===== config.mk =====
export PLATFORM = sky130hd
export DESIGN_NAME = csr_timer_flat
export DESIGN_NICKNAME = d
export VERILOG_FILES = /design/src/rtl/csr_timer_if.sv /design/src/rtl/csr_timer.sv /design/src/flat_wrapper.sv
export SDC_FILE = /design/constraint.sdc
export NUM_CORES = 1
export LEC_CHECK = 0
export ABC_CLOCK_PERIOD_IN_PS = 8250
export CAP_MARGIN = 20
export CORE_AREA = 5 5 109 111
export CTS_BUF_LIST = sky130_fd_sc_hd__clkbuf_16
export DETAILED_ROUTE_END_ITERATION = 6
export DIE_AREA = 0 0 114 116
export PLACE_DENSITY = 0.72
export SLEW_MARGIN = 10
export SYNTH_ARGS = -nofsm -noshare
export SYNTH_HDL_FRONTEND = slang
export SYNTH_SLANG_ARGS = --single-unit

===== constraint.sdc =====
create_clock -name aclk -period 8.25 [get_ports aclk]
set_clock_uncertainty 0.15 [all_clocks]
set_input_delay 2.475 -clock aclk [delete_from_list [all_inputs] [get_ports aclk]]
set_output_delay 2.475 -clock aclk [all_outputs]
set_load 0.1 [all_outputs]

===== src/rtl/csr_timer_if.sv =====
// CSR access bus between the WB-stage CSR unit (master) and the timer block (slave).
// Carries one write port (already write-masked) and one combinational read port.
interface csr_timer_if;
  logic        csr_we;
  logic [13:0] csr_waddr;
  logic [31:0] csr_wdata;
  logic [13:0] csr_raddr;
  logic [31:0] csr_rdata;

  modport master (
    output csr_we,
    output csr_waddr,
    output csr_wdata,
    output csr_raddr,
    input  csr_rdata
  );

  modport slave (
    input  csr_we,
    input  csr_waddr,
    input  csr_wdata,
    input  csr_raddr,
    output csr_rdata
  );
endinterface


===== src/rtl/csr_timer.sv =====
// Constant-timer CSR block (TID/TCFG/TVAL/TICLR), its interrupt, and an optional
// 64-bit stable counter built only when STABLE_COUNTER_EN is defined.
module csr_timer #(
  parameter int unsigned TIMESIZE = 12
) (
  input  logic             aclk,
  input  logic             reset,
  csr_timer_if.slave       csr,
  output logic             timer_int,
  output logic [31:0]      cnt_lo,
  output logic [31:0]      cnt_hi
);

  localparam int unsigned CFGW = TIMESIZE + 2;

  localparam logic [13:0] CSR_TID   = 14'h040;
  localparam logic [13:0] CSR_TCFG  = 14'h041;
  localparam logic [13:0] CSR_TVAL  = 14'h042;
  localparam logic [13:0] CSR_TICLR = 14'h044;

  localparam logic [TIMESIZE-1:0] TVAL_ZERO = {TIMESIZE{1'b0}};
  localparam logic [TIMESIZE-1:0] TVAL_ONE  = TIMESIZE'(1);
  localparam logic [TIMESIZE-1:0] TVAL_ALL1 = {TIMESIZE{1'b1}};

  logic [CFGW-1:0]     tcfg_q,  tcfg_d;
  logic [TIMESIZE-1:0] tval_q,  tval_d;
  logic                armed_q, armed_d;
  logic                tint_q,  tint_d;
  logic [31:0]         tid_q,   tid_d;

  logic                tcfg_wr_s;
  logic                ticlr_wr_s;
  logic                tid_wr_s;
  logic                cfg_en_s;
  logic                cfg_periodic_s;
  logic [TIMESIZE-1:0] cfg_init_s;
  logic                count_s;
  logic                expire_s;
  logic                halt_s;
  logic [31:0]         rdata_s;

  assign tcfg_wr_s  = csr.csr_we && (csr.csr_waddr == CSR_TCFG);
  assign ticlr_wr_s = csr.csr_we && (csr.csr_waddr == CSR_TICLR);
  assign tid_wr_s   = csr.csr_we && (csr.csr_waddr == CSR_TID);

  assign cfg_en_s       = tcfg_q[0];
  assign cfg_periodic_s = tcfg_q[1];
  assign cfg_init_s     = tcfg_q[CFGW-1:2];

  // A running timer either decrements (nonzero) or sits in its one-cycle expired state (zero).
  assign count_s  = armed_q && cfg_en_s && (tval_q != TVAL_ZERO);
  assign expire_s = count_s && (tval_q == TVAL_ONE);
  assign halt_s   = armed_q && cfg_en_s && (tval_q == TVAL_ZERO);

  // Next-state for the timer configuration, count and arming.
  always_comb begin
    tcfg_d  = tcfg_q;
    tval_d  = tval_q;
    armed_d = armed_q;
    if (tcfg_wr_s) begin
      tcfg_d  = csr.csr_wdata[CFGW-1:0];
      tval_d  = csr.csr_wdata[CFGW-1:2];
      armed_d = csr.csr_wdata[0];
    end else if (count_s) begin
      tval_d = tval_q - TVAL_ONE;
    end else if (halt_s) begin
      if (cfg_periodic_s) begin
        tval_d = cfg_init_s;
      end else begin
        tval_d  = TVAL_ALL1;
        armed_d = 1'b0;
      end
    end else begin
      tval_d = tval_q;
    end
  end

  // Interrupt pending: expiry beats a same-edge clear; a TCFG write suppresses expiry.
  always_comb begin
    tint_d = tint_q;
    if (expire_s && !tcfg_wr_s) begin
      tint_d = 1'b1;
    end else if (ticlr_wr_s && csr.csr_wdata[0]) begin
      tint_d = 1'b0;
    end else begin
      tint_d = tint_q;
    end
  end

  // Next-state for the software ID register.
  always_comb begin
    tid_d = tid_q;
    if (tid_wr_s) begin
      tid_d = csr.csr_wdata;
    end else begin
      tid_d = tid_q;
    end
  end

  // Timer state registers.
  always_ff @(posedge aclk) begin
    if (reset) begin
      tcfg_q  <= {CFGW{1'b0}};
      tval_q  <= TVAL_ALL1;
      armed_q <= 1'b0;
      tint_q  <= 1'b0;
      tid_q   <= 32'h0000_0000;
    end else begin
      tcfg_q  <= tcfg_d;
      tval_q  <= tval_d;
      armed_q <= armed_d;
      tint_q  <= tint_d;
      tid_q   <= tid_d;
    end
  end

  // Read mux reflects pre-edge state only; unknown numbers read zero.
  always_comb begin
    rdata_s = 32'h0000_0000;
    case (csr.csr_raddr)
      CSR_TID:   rdata_s = tid_q;
      CSR_TCFG:  rdata_s = 32'(tcfg_q);
      CSR_TVAL:  rdata_s = 32'(tval_q);
      CSR_TICLR: rdata_s = 32'h0000_0000;
      default:   rdata_s = 32'h0000_0000;
    endcase
  end

  assign csr.csr_rdata = rdata_s;
  assign timer_int     = tint_q;

`ifdef STABLE_COUNTER_EN
  logic [63:0] stable_cnt_q, stable_cnt_d;

  assign stable_cnt_d = stable_cnt_q + 64'd1;

  // Free-running 64-bit counter, wraps naturally.
  always_ff @(posedge aclk) begin
    if (reset) begin
      stable_cnt_q <= 64'd0;
    end else begin
      stable_cnt_q <= stable_cnt_d;
    end
  end

  assign cnt_lo = stable_cnt_q[31:0];
  assign cnt_hi = stable_cnt_q[63:32];
`else
  assign cnt_lo = 32'h0000_0000;
  assign cnt_hi = 32'h0000_0000;
`endif

endmodule


===== src/flat_wrapper.sv =====
// flat-port wrapper written by rule: the top's interface ports become plain ports
module csr_timer_flat 
#(
  parameter int unsigned TIMESIZE = 12
)
  (aclk, reset, timer_int, cnt_lo, cnt_hi, csr_csr_we, csr_csr_waddr, csr_csr_wdata, csr_csr_raddr, csr_csr_rdata);
  csr_timer_if csr_i ();
  input  logic aclk;
  input  logic reset;
  output logic timer_int;
  output logic [31:0] cnt_lo;
  output logic [31:0] cnt_hi;
  input wire logic [$bits(csr_i.csr_we)-1:0] csr_csr_we;
  input wire logic [$bits(csr_i.csr_waddr)-1:0] csr_csr_waddr;
  input wire logic [$bits(csr_i.csr_wdata)-1:0] csr_csr_wdata;
  input wire logic [$bits(csr_i.csr_raddr)-1:0] csr_csr_raddr;
  output wire logic [$bits(csr_i.csr_rdata)-1:0] csr_csr_rdata;
  assign csr_i.csr_we = csr_csr_we;
  assign csr_i.csr_waddr = csr_csr_waddr;
  assign csr_i.csr_wdata = csr_csr_wdata;
  assign csr_i.csr_raddr = csr_csr_raddr;
  assign csr_csr_rdata = csr_i.csr_rdata;
  csr_timer #(.TIMESIZE(TIMESIZE)) u_core (.aclk(aclk), .reset(reset), .csr(csr_i), .timer_int(timer_int), .cnt_lo(cnt_lo), .cnt_hi(cnt_hi));
endmodule

==> metrics.txt <==
outcome=complete, no violations; CP required=5.62 ns; DRC=0; Crit. End Element=primary output; die area=13,200 um2; total wire length=9.99 mm; synth unique cells=52; Layout area overhead=31.0%; min-delay src=u_core.tid_q[25]$_SDFFE_PP0P_; pin count of the biggest net entering global routing=69; setup_tns=0 ns; fraction of layout cells with a size suffix above 1=11.7%; Gate Count Post-Synth=487; WL/cell=14.0 um; Hold WC Path Type=register to register; Num CTS Buffers=9; Synth top area share=32.6%; critical path type=input pin to primary output; clk buf depth=2; buffer and inverter count on the worst path=2; TritonRoute pass-1 iters=4; Achievable Freq=139 MHz; startpoint types=input pin; post-synthesis sequential area ratio=32.6%; Async SR Flop Fraction=0%; CTS HTree Levels=3; final period utilization=87.0%; vias in the first global route=3,311; Starting Density=34.4%; CP delay by family, top=simple AND/OR/NAND/NOR gates; average size of a mapped cell=7.57 um2; Max-slew headroom=32.6%; Die W=114 um; Core ar.=10,700 um2; initial DRC count=222; gr ovfl total=0; Core Rows=38; first-pass GRT wire length=15.8 mm; post-CTS sizing=0; non-filler instance count after layout=711; crit-path cells=clkdlybuf4s50_1 -> nor4b_1 -> nand3_1 -> or2_2 -> nor2_4 -> and2_1 -> buf_4; fin crit period=7.18 ns; dpl cells=695; gr usage total=14.8%; crit-path max FO=18; Seq cells post-synth=60; most frequent cells in the layout=nand2_1, conb_1, clkdlybuf4s50_1; commonest non-fill, non-tap cell in the layout=nand2_1; antenna violations before repair=0; number of setup buffers added after CTS=0; CTS tree=done; Synth Flop Type=dfxtp_1; synthesized area=3680 um2; Area after DPL=4530 um2; Max Cap Viol=0; Die H=116 um; DPL Wire Length=7.28 mm; Worst-Margin Slew=1.01 ns; Root Buffer=clkbuf_16; area leader, netlist=dfxtp_1; vias per std cell=4.82; unrepaired setup endpoints after global routing=no; DRT antenna net count=0; max incr delay on CP=0.44 ns; post-route cell area=4830 um2; Leak Pwr=0.00180 uW; RR Endpoint=u_core.tval_q[5]$_SDFFE_PP1P_; count of input and output buffers=95; R2R cell count=7; EDFF count, synth=0; routability cong.=0.897; hold path depth=2; Setup-failing EPs final=0; hold buffer count at cts=0; Clk Latency, worst-skew pair=0.33 ns; Slew Limit Fails=0; final count of hold timing violations=0; DR vias=3,426; IO Count=160; n_diodes=0; reg2reg setup slack=5.94 ns; fin nets=632; clock-pin slew on the worst setup and hold paths=0.05 ns; count of clock tree sinks=60; warnings from Yosys=0; CP max stage cell=or2_2; crit path DAT=4.55 ns; Synth area leaders=dfxtp_1, buf_4, nand2_1; Hold EP=u_core.tid_q[25]$_SDFFE_PP0P_; Pwr per Cell Area=172 nW/um2; worst vdd ir=0.0000988 V; reg2reg start=u_core.tval_q[0]$_SDFFE_PP1P_; Levels on crit path=7; total power=829 uW
-- state kept, by name, indices dropped and copies added, names as in the netlist --
signal,cells
u_core.armed_q,1
u_core.tcfg_q,14
u_core.tid_q,32
u_core.timer_int,1
u_core.tval_q,12
-- worst max path at each step --
stage,startpoint,to,slack [ns]
5_1_grt,csr_csr_raddr[9],csr_csr_rdata[25],0.87
3_3_place_gp,csr_csr_raddr[2],csr_csr_rdata[27],1.11
4_1_cts,csr_csr_raddr[2],csr_csr_rdata[29],1.05
3_5_place_dp,csr_csr_raddr[2],csr_csr_rdata[29],1.05
2_1_floorplan,csr_csr_raddr[2],csr_csr_rdata[10],0.11
6_report,csr_csr_raddr[2],csr_csr_rdata[24],1.07
-- cells in the mapped netlist, types with 2 or more instances --
cell type	instances
clkbuf_1	18
ha_1	3
or4_1	3
or2_2	3
nor3b_1	3
or3_1	2
buf_2	11
o221ai_1	2
dfxtp_1	60
and2_1	20
nand3_1	7
nand4b_1	2
nor4_4	2
inv_1	6
a21oi_1	61
o21ai_0	17
nand4_1	7
buf_4	64
mux2i_1	14
nor4b_4	2
nor4_1	2
nor2_1	9
o21a_1	2
and3_1	2
a31oi_1	6
o31ai_1	3
xnor2_1	2
nand2_1	112
a211oi_1	2
o311ai_0	3
nor3_1	16
-- area by class of cell --
| cell class | instances | area (um2) |
|---|---|---|
| clock buffer | 9 | 225 |
| clock inverter | 7 | 67.6 |
| fill | 1056 | 5870 |
| inverter | 6 | 22.5 |
| multi-input combinational | 389 | 2080 |
| sequential | 60 | 1200 |
| tap | 140 | 175 |
| timing repair buffer | 100 | 1050 |
-- stage by stage --
step / utilization, % / hold slack, ns / setup slack [ns]
detailed placement: 42.4 / 0.292 / 1.05
floorplan: - / 0.277 / 0.105
global placement: 42.4 / 0.288 / 1.11
global route: 45.1 / 0.318 / 0.870
finish: 45.1 / 0.296 / 1.07
CTS: 45.1 / 0.298 / 1.05
-- routing by layer --
metal | wire length, um | vias up | part of all wire (%) | track usage [%]
li1 | - | 1702 | - | -
met3 | 919 | 9 | 9.2 | 4.13
met2 | 4730 | 148 | 47 | 25.2
met1 | 4220 | 1567 | 42 | 17.6
met5 | 0 | - | 0 | 0
met4 | 121 | 0 | 1.2 | 5.94
-- where the power goes --
part,internal [uW],leakage [uW],switching (uW)
clock,232,0.000139,133
sequential,290,0.000484,1.17
combinational,30.3,0.00118,143
-- logic make-up after synthesis --
logic type | count (synthesis) | synth area share (%)
simple gates | 201 | 28.0
compound gates | 105 | 16.6
flops | 60 | 32.6
mux | 14 | 3.80
xor+xnor | 2 | 0.475
other cells | 1 | 0.102
fa+ha+maj | 3 | 1.02
buf+inv | 101 | 17.4
-- worst register-to-register path, delay by kind of cell (launching register included) --
family / cells / cell delay [ns]
flip-flops: 1 / 0.36
buffers and inverters: 1 / 0.14
adder cells (fa/ha/maj): 1 / 0.28
AND/OR/NAND/NOR: 5 / 1.26
No activity file was read; power rests on OpenSTA's default activity.
